**config.mk**
```make
export PLATFORM = sky130hd
export DESIGN_NAME = instr_encode_writer_flat
export DESIGN_NICKNAME = d
export VERILOG_FILES = /design/src/rtl/instr_encode_writer_if.sv /design/src/rtl/instr_encode_writer.sv /design/src/flat_wrapper.sv
export SDC_FILE = /design/constraint.sdc
export NUM_CORES = 1
export LEC_CHECK = 0
export CELL_PAD_IN_SITES_DETAIL_PLACEMENT = 0
export CELL_PAD_IN_SITES_GLOBAL_PLACEMENT = 2
export CORE_ASPECT_RATIO = 1.4
export CORE_MARGIN = 2
export CORE_UTILIZATION = 25
export DETAILED_ROUTE_END_ITERATION = 16
export PLACE_DENSITY = 0.8
export SLEW_MARGIN = 40
export SYNTH_ARGS = -nofsm -noshare
export SYNTH_HDL_FRONTEND = slang
export SYNTH_SLANG_ARGS = --single-unit
```
**constraint.sdc**
```tcl
create_clock -name clk -period 2.2 [get_ports clk]
set_input_delay 0.44 -clock clk [delete_from_list [all_inputs] [get_ports clk]]
set_output_delay 0.44 -clock clk [all_outputs]
set_load 0.01 [all_outputs]
```
**src/rtl/instr_encode_writer_if.sv**
```systemverilog
// Descriptor-in / IMEM-write-out handshake bundle for the RV32I encoder.
// master = descriptor source and IMEM sink; slave = the encoder.
interface instr_encode_writer_if;
    logic        in_valid;
    logic        in_ready;
    logic [3:0]  in_kind;
    logic [2:0]  in_func3;
    logic        in_func2;
    logic [4:0]  in_rd;
    logic [4:0]  in_rs1;
    logic [4:0]  in_rs2;
    logic [31:0] in_imm;
    logic        in_last;
    logic        out_valid;
    logic        out_ready;
    logic [31:0] out_addr;
    logic [31:0] out_instr;

    modport master (
        output in_valid, in_kind, in_func3, in_func2, in_rd, in_rs1, in_rs2,
               in_imm, in_last, out_ready,
        input  in_ready, out_valid, out_addr, out_instr
    );

    modport slave (
        input  in_valid, in_kind, in_func3, in_func2, in_rd, in_rs1, in_rs2,
               in_imm, in_last, out_ready,
        output in_ready, out_valid, out_addr, out_instr
    );
endinterface

```
**src/rtl/instr_encode_writer.sv**
```systemverilog
// Sequential RV32I encoder: turns compact op descriptors into 32-bit words
// and streams them to IMEM at BASE_ADDR + 4*index through one register stage.
//
// state | meaning
// IDLE  | waiting for start after reset
// RUN   | accepting and encoding descriptors
// DONE  | program finished (in_last seen or window full); start restarts
module instr_encode_writer #(
    parameter int          ADDR_W    = 12,
    parameter logic [31:0] BASE_ADDR = 32'h1000_0000
) (
    input  logic                  clk,
    input  logic                  rst_n,
    input  logic                  start,
    instr_encode_writer_if.slave  bus,
    output logic                  done,
    output logic                  err_illegal,
    output logic                  err_align,
    output logic                  err_full
);
    localparam logic [31:0] NOP = 32'h0000_0013;

    typedef enum logic [1:0] {IDLE, RUN, DONE} state_t;

    state_t              state_q, state_d;
    logic [ADDR_W-1:0]   idx_q, idx_d;
    logic                out_valid_q, out_valid_d;
    logic [31:0]         out_addr_q, out_addr_d;
    logic [31:0]         out_instr_q, out_instr_d;
    logic                err_illegal_q, err_illegal_d;
    logic                err_align_q, err_align_d;
    logic                err_full_q, err_full_d;

    logic        accept;
    logic [31:0] enc;
    logic        illegal;
    logic        misalign;
    logic [2:0]  f3;
    logic [31:0] imm;

    assign f3  = bus.in_func3;
    assign imm = bus.in_imm;

    assign bus.in_ready  = (state_q == RUN) && (!out_valid_q || bus.out_ready);
    assign accept        = bus.in_valid && bus.in_ready;
    assign bus.out_valid = out_valid_q;
    assign bus.out_addr  = out_addr_q;
    assign bus.out_instr = out_instr_q;
    assign done          = (state_q == DONE);
    assign err_illegal   = err_illegal_q;
    assign err_align     = err_align_q;
    assign err_full      = err_full_q;

    // Encode the presented descriptor; illegal ones collapse to a NOP.
    always_comb begin
        enc      = NOP;
        illegal  = 1'b0;
        misalign = 1'b0;
        case (bus.in_kind)
            4'd0: begin
                illegal = bus.in_func2 && (f3 != 3'b000) && (f3 != 3'b101);
                enc = {1'b0, bus.in_func2, 5'b0, bus.in_rs2, bus.in_rs1, f3, bus.in_rd, 7'b0110011};
            end
            4'd1: begin
                illegal = bus.in_func2 && (f3 != 3'b101);
                if (f3 == 3'b001 || f3 == 3'b101)
                    enc = {1'b0, bus.in_func2, 5'b0, imm[4:0], bus.in_rs1, f3, bus.in_rd, 7'b0010011};
                else
                    enc = {imm[11:0], bus.in_rs1, f3, bus.in_rd, 7'b0010011};
            end
            4'd2: begin
                illegal = (f3 == 3'b011) || (f3 == 3'b110) || (f3 == 3'b111);
                enc = {imm[11:0], bus.in_rs1, f3, bus.in_rd, 7'b0000011};
            end
            4'd3: begin
                illegal = (f3 > 3'b010);
                enc = {imm[11:5], bus.in_rs2, bus.in_rs1, f3, imm[4:0], 7'b0100011};
            end
            4'd4: begin
                illegal  = (f3 == 3'b010) || (f3 == 3'b011);
                misalign = imm[0];
                enc = {imm[12], imm[10:5], bus.in_rs2, bus.in_rs1, f3, imm[4:1], imm[11], 7'b1100011};
            end
            4'd5: enc = {imm[31:12], bus.in_rd, 7'b0010111};
            4'd6: enc = {imm[31:12], bus.in_rd, 7'b0110111};
            4'd7: begin
                misalign = imm[0];
                enc = {imm[20], imm[10:1], imm[11], imm[19:12], bus.in_rd, 7'b1101111};
            end
            4'd8: enc = {imm[11:0], bus.in_rs1, 3'b000, bus.in_rd, 7'b1100111};
            default: illegal = 1'b1;
        endcase
        if (illegal) begin
            enc      = NOP;
            misalign = 1'b0;
        end
    end

    // Next-state, word index, output stage and sticky error flags.
    always_comb begin
        state_d       = state_q;
        idx_d         = idx_q;
        out_valid_d   = out_valid_q;
        out_addr_d    = out_addr_q;
        out_instr_d   = out_instr_q;
        err_illegal_d = err_illegal_q;
        err_align_d   = err_align_q;
        err_full_d    = err_full_q;

        if (bus.out_ready)
            out_valid_d = 1'b0;

        case (state_q)
            IDLE, DONE: begin
                if (start) begin
                    state_d       = RUN;
                    idx_d         = '0;
                    err_illegal_d = 1'b0;
                    err_align_d   = 1'b0;
                    err_full_d    = 1'b0;
                end
            end
            RUN: begin
                if (accept) begin
                    out_valid_d   = 1'b1;
                    out_addr_d    = BASE_ADDR + {{(30-ADDR_W){1'b0}}, idx_q, 2'b00};
                    out_instr_d   = enc;
                    idx_d         = idx_q + ADDR_W'(1);
                    err_illegal_d = err_illegal_q | illegal;
                    err_align_d   = err_align_q | misalign;
                    if (bus.in_last) begin
                        state_d = DONE;
                    end else if (&idx_q) begin
                        err_full_d = 1'b1;
                        state_d    = DONE;
                    end
                end
            end
            default: state_d = IDLE;
        endcase
    end

    // State and output registers; reset drops any pending word.
    always_ff @(posedge clk or negedge rst_n) begin
        if (!rst_n) begin
            state_q       <= IDLE;
            idx_q         <= '0;
            out_valid_q   <= 1'b0;
            out_addr_q    <= BASE_ADDR;
            out_instr_q   <= 32'h0;
            err_illegal_q <= 1'b0;
            err_align_q   <= 1'b0;
            err_full_q    <= 1'b0;
        end else begin
            state_q       <= state_d;
            idx_q         <= idx_d;
            out_valid_q   <= out_valid_d;
            out_addr_q    <= out_addr_d;
            out_instr_q   <= out_instr_d;
            err_illegal_q <= err_illegal_d;
            err_align_q   <= err_align_d;
            err_full_q    <= err_full_d;
        end
    end
endmodule

```
**src/flat_wrapper.sv**
```systemverilog
// flat-port wrapper written by rule: the top's interface ports become plain ports
module instr_encode_writer_flat 
#(
    parameter int          ADDR_W    = 12,
    parameter logic [31:0] BASE_ADDR = 32'h1000_0000
)
  (clk, rst_n, start, done, err_illegal, err_align, err_full, bus_in_valid, bus_in_kind, bus_in_func3, bus_in_func2, bus_in_rd, bus_in_rs1, bus_in_rs2, bus_in_imm, bus_in_last, bus_out_ready, bus_in_ready, bus_out_valid, bus_out_addr, bus_out_instr);
  instr_encode_writer_if bus_i ();
  input  logic clk;
  input  logic rst_n;
  input  logic start;
  output logic done;
  output logic err_illegal;
  output logic err_align;
  output logic err_full;
  input wire logic [$bits(bus_i.in_valid)-1:0] bus_in_valid;
  input wire logic [$bits(bus_i.in_kind)-1:0] bus_in_kind;
  input wire logic [$bits(bus_i.in_func3)-1:0] bus_in_func3;
  input wire logic [$bits(bus_i.in_func2)-1:0] bus_in_func2;
  input wire logic [$bits(bus_i.in_rd)-1:0] bus_in_rd;
  input wire logic [$bits(bus_i.in_rs1)-1:0] bus_in_rs1;
  input wire logic [$bits(bus_i.in_rs2)-1:0] bus_in_rs2;
  input wire logic [$bits(bus_i.in_imm)-1:0] bus_in_imm;
  input wire logic [$bits(bus_i.in_last)-1:0] bus_in_last;
  input wire logic [$bits(bus_i.out_ready)-1:0] bus_out_ready;
  output wire logic [$bits(bus_i.in_ready)-1:0] bus_in_ready;
  output wire logic [$bits(bus_i.out_valid)-1:0] bus_out_valid;
  output wire logic [$bits(bus_i.out_addr)-1:0] bus_out_addr;
  output wire logic [$bits(bus_i.out_instr)-1:0] bus_out_instr;
  assign bus_i.in_valid = bus_in_valid;
  assign bus_i.in_kind = bus_in_kind;
  assign bus_i.in_func3 = bus_in_func3;
  assign bus_i.in_func2 = bus_in_func2;
  assign bus_i.in_rd = bus_in_rd;
  assign bus_i.in_rs1 = bus_in_rs1;
  assign bus_i.in_rs2 = bus_in_rs2;
  assign bus_i.in_imm = bus_in_imm;
  assign bus_i.in_last = bus_in_last;
  assign bus_i.out_ready = bus_out_ready;
  assign bus_in_ready = bus_i.in_ready;
  assign bus_out_valid = bus_i.out_valid;
  assign bus_out_addr = bus_i.out_addr;
  assign bus_out_instr = bus_i.out_instr;
  instr_encode_writer #(.ADDR_W(ADDR_W), .BASE_ADDR(BASE_ADDR)) u_core (.clk(clk), .rst_n(rst_n), .start(start), .bus(bus_i), .done(done), .err_illegal(err_illegal), .err_align(err_align), .err_full(err_full));
endmodule
```
[Yosys cells after proc, flatten, opt, wreduce, memory -nomap -nowiden]
Cells that the tools add are included.
Word-level totals
  input port bits: 61
  word-level logic and storage cells: 84
  register bits: 82
  output and inout bits: 70
Cells by class
  bitwise operators: 2
  order comparisons: 1
  add/sub/neg operators: 2
  muxes and demuxes: 26
  equality and inequality tests: 22
  reduce and logical (&&, ||, !) cells: 23
Operator list (count)
  one-hot mux 32 bit (9 select lines): 1
  two-way mux 32 bit: 2
  adder 29 x 14 -> 30 bit (first input constant): 1
  two-way mux 12 bit: 2
  one-hot mux 12 bit (2 select lines): 1
  equality test 4 x 3 -> 1 bit (second input constant): 4
  adder 12 x 1 -> 12 bit (second input constant): 1
  AND reduction 12 bit: 1
  two-way mux 1 bit: 11
  equality test 3 bit (second input constant): 3
  equality test 4 x 2 -> 1 bit (second input constant): 2
  two-way mux 2 bit: 4
  equality test 3 x 2 -> 1 bit (second input constant): 2
  != test 2 bit (second input constant): 3
  != test 3 bit (second input constant): 2
  one-hot mux 1 bit (2 select lines): 3
  one-hot mux 1 bit (6 select lines): 1
  AND reduction 3 bit: 2
  logical AND 1 bit: 5
  logical OR 1 bit: 5
  AND reduction 5 bit: 1
  equality test 4 x 1 -> 1 bit (second input constant): 1
  equality test 4 bit (second input constant): 1
  zero test 4 bit: 1
  other kinds (14): 16

[Longest topological paths before layout]
  word-level depth: 8
  depth in mapped cells: 8
  depth with buffers taken out: 5

[Worst setup path before layout]
OpenSTA, ideal clock, no wires.
  kind: input to register
  start point: input bus_in_kind[0]
  end point: register u_core.out_instr_q[21], in the netlist u_core.bus.out_instr[21]
  path slack: 0.232 ns
  stages: 8
  required time: 2.126 ns
  data arrival time: 1.894 ns
  library setup time: 0.074 ns
  buffers on the path: 3
  path through: buf_6 -> or4_4 -> o211ai_2 -> o311ai_1 -> or2_1 -> buf_6 -> buf_6 -> o21ai_2
Between the ends
  word-level cells in the longest chain between the ends: 4
  elaborated cells between the ends (all ways): 13
  those cells by class: 8 x eq/ne; 3 x mux; 2 x reduce/logical
RTL lines
  from (decl): RTL line flat_wrapper.sv:17  | input wire logic [$bits(bus_i.in_kind)-1:0] bus_in_kind;
  equality test 4 x 3 -> 1 bit / equality test 4 bit (equally long branches): RTL line instr_encode_writer.sv:59  | case (bus.in_kind)
  OR reduction 4 bit (no source line)
  one-hot mux 1 bit (6 select lines): RTL line instr_encode_writer.sv:59
  two-way mux 32 bit *: RTL line instr_encode_writer.sv:93  | if (illegal) begin
  to (signal assigned): RTL line instr_encode_writer.sv:159  | out_instr_q <= out_instr_d;
  to (decl): RTL line instr_encode_writer.sv:29  | logic [31:0] out_instr_q, out_instr_d;
Every way passes the cells marked *; elsewhere a longest branch is shown, timed or not.
A chain may end at the register's enable or synchronous reset.

[Worst setup path after layout]
  start point: input bus_out_ready
  end point: output bus_in_ready
Between the ends
  word-level cells in the longest chain between the ends: 2
RTL lines
  from (decl): RTL line flat_wrapper.sv:25  | input wire logic [$bits(bus_i.out_ready)-1:0] bus_out_ready;
  logical OR 1 bit: RTL line instr_encode_writer.sv:44  | assign bus.in_ready = (state_q == RUN) && (!out_valid_q || bus.out_ready);
  logical AND 1 bit: RTL line instr_encode_writer.sv:44
  to (decl): RTL line flat_wrapper.sv:26  | output wire logic [$bits(bus_i.in_ready)-1:0] bus_in_ready;
Every way passes these cells.

==> metrics.md <==
| Metric | Value |
|---|---|
| Largest family of logic cells by synthesized area | simple AND/OR/NAND/NOR gates |
| Critical-path maximum fanout | 3 |
| Hold slack | 0.116 ns |
| Synth Area in Compound Gates | 0.199 |
| DR WL met2 | 5.95 mm |
| DRC | 0 |
| DR top layer | met4 |
| TritonCTS Buffers | 9 |
| Sw Share | 0.336 |
| Post-synth top area cell | dfrtp_1 |
| Final setup fails | 0 |
| Die Width | 104 um |
| Clk pin slew, worst setup/hold paths | 0.05 ns |
| Initial antenna violation count | 0 |
| Clk buf depth | 2 |
| Setup CP Type | input pin to primary output |
| Hold Path Class | input pin to asynchronous set/reset pin |
| Routability cong. | 0.864 |
| Post-Syn Instances | 412 |
| Worst setup EP type | primary output |
| PwrDens | 924 mW/mm2 |
| Worst EP required | 1.76 ns |
| Max Freq | 473 MHz |
| Clock Skew | 0.00748 ns |
| Yosys warning total | 0 |
| Max-slew headroom | 0.554 |
| Die Ht | 144 um |
| Core Box Area | 0.0138 mm2 |
| Status | completed |
| H-tree depth | 3 |
| Net switching power figure | 0.00166 W |
| Clk_lat worst skew | 0.33 ns |
| Clock power frac | 0.270 |
| Filler cell count | 1448 |
| First DRT Iteration DRCs | 138 |
| Total power | 0.00494 W |
| Hold Fails Final Rpt | 0 |
| Drt wl/cell | 15.0 um |
| Mux share of post-synthesis cell area | 0.0206 |
| GR Overflow Total | 0 |
| Count of cell types in the netlist | 53 |
| Antenna viol nets, final | 0 |
| Synth top cells by count | nand2_1, dfrtp_1, nor2_1, o21ai_0, buf_4 |
| Crit share post-route | 0.960 |
| Actual slew at the worst max-slew pin | 0.662 ns |
| Detailed Routing Iterations Pass 1 | 5 |
| Synth area leaders | dfrtp_1, nand2_1, buf_4, o21ai_0, nor2_1 |
| Wl on met1 | 4.48 mm |
| Synth Flop Type | dfrtp_1 |
| Wire length on met3 | 501 um |
| Clock tree from TritonCTS | done |
| Routed WL | 11.1 mm |
| Final HPWL DP | 8.62 mm |
| Maximum vdd drop | 461 uV |
| Initial Util | 0.254 |
| Power Internal | 0.00328 W |
| Crit path time final | 2.11 ns |
| Syn avg cell area | 8.54 um2 |
| Ant diodes | 0 |
| RSZ-0062 raised after global routing | no |
| Die area | 0.0150 mm2 |
| Flop pwr share | 0.336 |
| Data arrival time of the critical path | 1.67 ns |
| Pleak | 2.32 nW |
| Comb power frac | 0.393 |
| Layout cell share with drive strength beyond 1 | 0.155 |
| Largest net degree at the start of global routing | 62 |
| First-pass GRT wire length | 18.0 mm |
| Nets | 613 |
| Top-count cell post-synth | nand2_1 |
| Slew Limit Fails | 0 |
| Vias | 3424 |
| Yosys reg bits | 61 |
| Boundary Pins | 131 |
| Adder-Cell Fraction of Synth Area | 0.00356 |
| GRT Overall Usage | 0.152 |
| # Max-Cap Violations | 0 |
| Synth Area in XOR/XNOR | 0.0249 |
| Vias in the first global route | 3522 |
| PortBufs | 110 |
| # rows | 51 |
| Asr flop ratio synth | 1.00 |
| Synth-to-layout area growth | 51.9% |
| Cell area after placement | 0.00503 mm2 |
| Sequential share of the synthesized area | 0.434 |
| Post-synth EDFFs | 0 |
| Root buffer cell | clkbuf_16 |
| Number of clock sinks | 61 |
| Post-synth top area share | 0.434 |
| Vias per cell | 4.62 |
| Design area | 0.00534 mm2 |
| Reg2Reg Depth | 6 |
| Hold-fix buffers, CTS | 0 |
| Post-Synth Simple-Gate Area | 0.228 |
| CP startpoint kind | input pin |
| Mapped Area | 0.00352 mm2 |
-- power groups by stage --
stage | clock, W | combinational (W) | sequential, W
detailed placement | 0 | 0.00195 | 0.00166
global placement | 0 | 0.00192 | 0.00167
finish | 0.00134 | 0.00194 | 0.00166
CTS | 0.00137 | 0.00196 | 0.00166
global route | 0.00142 | 0.00211 | 0.00171
floorplan | 0 | 0.000757 | 0.00175
-- state kept, by name (all words and copies together) (netlist names) --
signal and flops:
u_core.bus.out_addr 12, u_core.bus.out_instr 31, u_core.state_q 2, u_core.err_illegal 1
u_core.err_align 1, u_core.bus.out_valid 1, u_core.err_full 1, u_core.idx_q 12
-- stage by stage --
step	setup TNS, ns	worst slack (ns)	util	instances
2_1_floorplan	0	0.232	-	430
3_3_place_gp	-3.80	-0.280	0.363	725
3_5_place_dp	-7.00	-0.328	0.363	725
4_1_cts	0	0.0302	0.384	741
5_1_grt	0	0.000834	0.386	741
6_report	0	0.0876	0.386	741
-- layout make-up --
type	count	area, um2	share of cell area
multi-input combinational	314	1790	0.334
tap	185	231	0.0433
sequential	61	1530	0.286
clock buffer	13	270	0.0506
clock inverter	3	18.8	0.00351
timing repair buffer	159	1490	0.279
inverter	6	22.5	0.00421
-- cell usage in the layout, fill, tap and decap left out, drive strengths merged, types with 2 or more instances in the layout --
cell           netlist  final
clkdlybuf4s50        0    109
nand2               99     99
dfrtp               61     61
buf                 30     50
o21ai               32     32
nor2                23     23
conb                 2     20
nand3               16     16
clkbuf              19     13
o31ai               10     10
nor2b               10     10
a21oi               10     10
xnor2                8      8
nor3                 7      7
a22oi                6      6
inv                  6      6
nand2b               6      6
nand4                5      5
a31oi                5      5
a32oi                5      5
mux2i                5      5
a221oi               5      5
a311oi               5      5
o22ai                4      4
a222oi               4      4
a211oi               3      3
clkinv               0      3
and3                 2      2
xor2                 2      2
nand3b               2      2
mux2                 2      2
o211ai               2      2
or2                  2      2
-- metal layers --
layer / global-route usage / up-vias
li1: - / 1687
met1: 0.169 / 1628
met2: 0.285 / 96
met3: 0.0329 / 13
met4: 0.0541 / 0
met5: 0 / -
-- worst max-delay path, cell delays in order --
cell	delay (ns)
clkdlybuf4s50_1	0.46
nand2b_4	0.13
and2_1	0.12
clkdlybuf4s50_1	0.52
-- path summary, 6_finish.rpt --
| path | start | end | slack, ns |
|---|---|---|---|
| worst max-delay path | bus_out_ready | bus_in_ready | 0.09 |
| worst min-delay path | rst_n | u_core.bus.out_instr[16] | 0.12 |
| worst max register to register | u_core.state_q[0] | u_core.idx_q[5] | 0.58 |
| worst min register to register | u_core.bus.out_addr[10] | u_core.bus.out_addr[10] | 0.47 |
| max in group asynchronous | rst_n | u_core.idx_q[11] | 1.80 |
| min in group clk | u_core.bus.out_addr[10] | u_core.bus.out_addr[10] | 0.47 |
-- repair_timing --
item | CTS | global route
cloned | 0 | 0
endpoints found under the setup margin | 1 | 17
gates resized for setup | 1 | 4
pin swaps | 0 | 1
hold endpoints to repair | 0 | 0
buffers inserted | 0 | 0
-- cell families (layout without fill, tap and decap cells) --
family	count (synthesis)	after routing
flip-flops	61	61
multiplexers	7	7
adder cells (fa/ha/maj)	1	1
buffers and inverters	55	181
AND/OR/NAND/NOR	178	178
XOR/XNOR	10	10
other	2	20
AO/OA/AOI/OAI	98	98
Power figures use the tool's default switching activity.
